===== src/rtl/mealy_fsm_engine.sv =====
// Table-driven Mealy state machine with a loadable transition/output table and a
// conformance checker that counts steps disagreeing with supplied expectations.
module mealy_fsm_engine #(
  parameter int unsigned N_STATES    = 3,
  parameter int unsigned IN_W        = 2,
  parameter int unsigned OUT_W       = 4,
  parameter int unsigned RESET_STATE = 0,
  parameter int unsigned CNT_W       = 8,
  localparam int unsigned SW         = (N_STATES > 2) ? $clog2(N_STATES) : 1
) (
  input  logic                 clk,
  input  logic                 reset,
  input  logic                 cfg_we,
  input  logic [SW+IN_W-1:0]   cfg_addr,
  input  logic [SW-1:0]        cfg_ns,
  input  logic [OUT_W-1:0]     cfg_out,
  input  logic                 step,
  input  logic [IN_W-1:0]      in,
  output logic [SW-1:0]        state,
  output logic [SW-1:0]        next_state,
  output logic [OUT_W-1:0]     out,
  input  logic                 chk_en,
  input  logic [SW-1:0]        exp_ns,
  input  logic [OUT_W-1:0]     exp_out,
  output logic                 mismatch,
  output logic [CNT_W-1:0]     err_cnt,
  output logic                 err_sticky,
  output logic [SW-1:0]        err_state,
  output logic [IN_W-1:0]      err_in,
  output logic                 illegal,
  input  logic                 err_clr
);

  localparam int unsigned AW    = SW + IN_W;
  localparam int unsigned Depth = 1 << AW;
  localparam logic [SW-1:0] RstSt = SW'(RESET_STATE);

  // Table spans the full address space; rows of states >= N_STATES are never written.
  logic [SW-1:0]    tbl_ns_q  [Depth];
  logic [SW-1:0]    tbl_ns_d  [Depth];
  logic [OUT_W-1:0] tbl_out_q [Depth];
  logic [OUT_W-1:0] tbl_out_d [Depth];

  logic [SW-1:0]    state_q, state_d;
  logic [CNT_W-1:0] err_cnt_q, err_cnt_d;
  logic             err_sticky_q, err_sticky_d;
  logic [SW-1:0]    err_state_q, err_state_d;
  logic [IN_W-1:0]  err_in_q, err_in_d;
  logic             illegal_q, illegal_d;

  logic [AW-1:0]    lu_idx;
  logic [SW-1:0]    lu_ns;
  logic             lu_bad;
  logic             cfg_ok;

  assign lu_idx     = {state_q, in};
  assign lu_ns      = tbl_ns_q[lu_idx];
  assign lu_bad     = 32'(lu_ns) >= N_STATES;
  assign next_state = lu_bad ? RstSt : lu_ns;
  assign out        = tbl_out_q[lu_idx];
  assign cfg_ok     = 32'(cfg_addr[AW-1:IN_W]) < N_STATES;
  assign mismatch   = step & chk_en & ((next_state != exp_ns) | (out != exp_out));

  always_comb begin
    tbl_ns_d  = tbl_ns_q;
    tbl_out_d = tbl_out_q;
    if (cfg_we && cfg_ok) begin
      tbl_ns_d[cfg_addr]  = cfg_ns;
      tbl_out_d[cfg_addr] = cfg_out;
    end
  end

  always_comb begin
    state_d      = step ? next_state : state_q;
    err_cnt_d    = err_cnt_q;
    err_sticky_d = err_sticky_q;
    err_state_d  = err_state_q;
    err_in_d     = err_in_q;
    illegal_d    = illegal_q;
    if (err_clr) begin
      // Clear takes priority over a coincident mismatch or illegal lookup.
      err_cnt_d    = '0;
      err_sticky_d = 1'b0;
      err_state_d  = '0;
      err_in_d     = '0;
      illegal_d    = 1'b0;
    end else begin
      if (mismatch) begin
        if (err_cnt_q != '1) begin
          err_cnt_d = err_cnt_q + CNT_W'(1);
        end
        if (!err_sticky_q) begin
          err_state_d = state_q;
          err_in_d    = in;
        end
        err_sticky_d = 1'b1;
      end
      if (step && lu_bad) begin
        illegal_d = 1'b1;
      end
    end
  end

  always_ff @(posedge clk) begin
    if (reset) begin
      for (int i = 0; i < int'(Depth); i++) begin
        tbl_ns_q[i]  <= RstSt;
        tbl_out_q[i] <= '0;
      end
      state_q      <= RstSt;
      err_cnt_q    <= '0;
      err_sticky_q <= 1'b0;
      err_state_q  <= '0;
      err_in_q     <= '0;
      illegal_q    <= 1'b0;
    end else begin
      tbl_ns_q     <= tbl_ns_d;
      tbl_out_q    <= tbl_out_d;
      state_q      <= state_d;
      err_cnt_q    <= err_cnt_d;
      err_sticky_q <= err_sticky_d;
      err_state_q  <= err_state_d;
      err_in_q     <= err_in_d;
      illegal_q    <= illegal_d;
    end
  end

  assign state      = state_q;
  assign err_cnt    = err_cnt_q;
  assign err_sticky = err_sticky_q;
  assign err_state  = err_state_q;
  assign err_in     = err_in_q;
  assign illegal    = illegal_q;

endmodule


===== config.mk =====
export PLATFORM = sky130hd
export DESIGN_NAME = mealy_fsm_engine
export DESIGN_NICKNAME = d
export VERILOG_FILES = /design/src/rtl/mealy_fsm_engine.sv
export SDC_FILE = /design/constraint.sdc
export NUM_CORES = 1
export LEC_CHECK = 0
export ABC_CLOCK_PERIOD_IN_PS = 3270
export BUFFER_PORTS_ARGS = -buffer_cell sky130_fd_sc_hd__buf_2
export CORE_UTILIZATION = 40
export DETAILED_ROUTE_END_ITERATION = 12
export PLACE_DENSITY = 0.7
export SYNTH_ARGS = -nofsm -noshare
export SYNTH_HDL_FRONTEND = slang
export SYNTH_SLANG_ARGS = --single-unit

===== constraint.sdc =====
create_clock -name clk -period 3.27 [get_ports clk]
set_input_delay 0.654 -clock clk [delete_from_list [all_inputs] [get_ports clk]]
set_output_delay 0.654 -clock clk [all_outputs]
set_load 0.02 [all_outputs]

==> reports/qor.txt <==
Hold worst-path end -> tbl_out_q[8]$_SDFFE_PP0P_
Cells after Synth -> 482
Final hold violations -> 0
Initial antenna violation count -> 0
Total gr overflow -> 0
Layout Cells excl Fill -> 713
Fin crit share -> 1.02
Top-Level Pins -> 47
Fmax -> 300 MHz
Largest net degree at the start of global routing -> 99
Num CTS Buffers -> 9
Dpl cells -> 687
First-pass GRT wire length -> 18900 um
Pins Over Slew Limit -> 0
Startpoint types -> input port
Worst setup path startpoint -> in[0]
Tot Pwr -> 2.65 mW
Pleak -> 2.46 nW
Top post-synthesis cells by count -> dfxtp_1, nor2_1, mux2i_1
CP Buf/Inv Count -> 3
Setup Viol. Count Final -> 1
Worst Path Required -> 2.62 ns
Die Width -> 114 um
Critical Path End Type -> output pin
Vias per Instance -> 5.27
Arrival @ worst endpoint -> 2.68 ns
Worst path max stage delay -> 0.48 ns
Most frequent CP cell -> o21a_1
Worst path slowest cell -> mux4_2
Worst hold path class -> flop to flop
Number of synthesized flops with an enable pin -> 0
Nets -> 565
DRT iter0 DRCs -> 240
Clk_lat worst skew -> 0.35 ns
Core area -> 0.0121 mm^2
CTS tree -> done
RSZ-0062 raised after global routing -> yes
Drt total wl -> 11800 um
R2r startpoint -> state[0]$_SDFFE_PP0P_
Post-Syn Area -> 0.00500 mm^2
CP top delay family -> multiplexers
DIE HEIGHT -> 114 um
Register area share after synthesis -> 0.448
Top cell type's share of synthesized area -> 0.448
Cell count along the critical path -> 10
CTS sink cnt -> 112
DR vias -> 3759
Clock buffer depth -> 2
GRT Util Overall -> 0.189
WS Path Type -> input port to output pin
Crit-path cells -> buf_12 > buf_8 > mux4_2 > o21a_1 > o21a_1 > a221oi_2 > mux2i_2 > nor4_4 > nor2_4 > buf_6
Async set-reset flop share out of synthesis -> 0
Maximum vdd drop -> 296 uV
Layout cell share with drive strength beyond 1 -> 0.239
# rows -> 40
H-tree Lvls -> 3
Failing checks -> setup timing
DRC -> 0
Status -> finished with violations
Synth warn -> 0
Clock Skew -> 0.00999 ns
R2R Setup Slk -> 0.23 ns
Setup_tns -> -0.0592 ns
Die ar. -> 0.0130 mm^2
Setup WS post-layout -> -0.0592 ns
Syn avg cell area -> 10.4 um^2
Netlist cell types -> 54
Most common cell in the netlist -> dfxtp_1
Post-DP HPWL -> 7990 um
Worst slew pin tran -> 0.969 ns
Main area contributors after synthesis -> dfxtp_1, mux2i_1, nor2_1
IO Port Bufs -> 46
Synth-to-Final Area Change -> 17.7%
# diodes -> 0
PwrDens -> 451 mW/mm^2
Hold_buf cts -> 0
Initial Utilization -> 0.413
Critical path fanouts, max -> 6
GP Congestion -> 0.811
Number of global-route vias before repair -> 3590
Pre-CTS setup slack -> -0.234 ns
Clock slew at reported path FFs -> 0.07 ns
Reg2Reg Depth -> 13
Tmin final -> 3.33 ns
Synth Register Bits -> 112
R2R Path End -> err_state[0]$_SDFFE_PP0P_
Clk root buf -> clkbuf_16
Most used DFF post-synth -> dfxtp_1
DR WL/cell -> 16.5 um
Hold_sp -> tbl_out_q[8]$_SDFFE_PP0P_
Rel. slew slack -> 0.354
Synth Net Count -> 507
Pre-antenna DRT Iters -> 5
DRT antenna net count -> 0
Synth area leader -> dfxtp_1
Hold depth -> 1
Max_cap viols -> 0
[power by group]
| group | internal [mW] | switching [mW] | total [mW] |
|---|---|---|---|
| clock | 0.517 | 0.515 | 1.03 |
| combinational | 0.101 | 0.135 | 0.236 |
| sequential | 1.38 | 0.00823 | 1.38 |
[timing repair]
| action | in CTS | in global routing |
|---|---|---|
| buffers inserted | 9 | 2 |
| resized for setup | 15 | 4 |
| pin swaps | 6 | 3 |
| gates cloned | 0 | 0 |
| endpoints found under the setup margin | 2 | 2 |
[cells by family (layout without fill, tap and decap cells)]
family | Yosys count | count (layout) | share of synthesized area
simple gates | 180 | 180 | 0.172
mux | 108 | 108 | 0.269
xor+xnor | 6 | 6 | 0.0120
buf+inv | 38 | 101 | 0.0333
compound gates | 37 | 37 | 0.0636
flops | 112 | 112 | 0.448
fa+ha+maj | 1 | 1 | 0.00250
[registers in the layout, summed over array words and instances, names as in the netlist]
signal      flops
err_cnt         8
err_state       2
illegal         1
state           2
err_in          2
tbl_ns_q       32
err_sticky      1
tbl_out_q      64
[layout make-up]
class	count	area (um^2)
fill	1130	6220
sequential	112	2250
clock inverter	7	47.5
multi-input combinational	332	2590
timing repair buffer	80	544
clock buffer	9	225
inverter	5	18.8
tap	168	210
[through the flow]
step / util / hold WS [ns] / cell area (um^2)
floorplan: - / 0.429 / 5010
global placement: 0.452 / 0.449 / 5480
detailed placement: 0.452 / 0.457 / 5480
CTS: 0.484 / 0.469 / 5870
global route: 0.486 / 0.477 / 5890
finish: 0.486 / 0.466 / 5890
[per-layer routing]
metal | global-route usage | routed length (um)
met1 | 0.245 | 5530
met2 | 0.311 | 5510
met3 | 0.0531 | 553
met4 | 0.0494 | 177
met5 | 0 | 0
[cell usage in the layout, fill, tap and decap left out, drive strengths merged, types with 5 or more instances in the layout]
cell / n
and3: 7
nor2b: 26
inv: 5
nand3b: 5
or4: 5
nand2: 23
clkinv: 5
nor2: 92
clkbuf: 9
buf: 80
dfxtp: 112
mux2: 6
mux4: 17
mux2i: 85
o211ai: 6
[worst max path at each step]
stage	to	slack, ns
2_1_floorplan	mismatch	-0.11
3_3_place_gp	mismatch	-0.19
3_5_place_dp	mismatch	-0.23
4_1_cts	mismatch	-0.04
5_1_grt	mismatch	-0.14
6_report	mismatch	-0.06
Note: power is estimated with default switching activity, not from simulation.
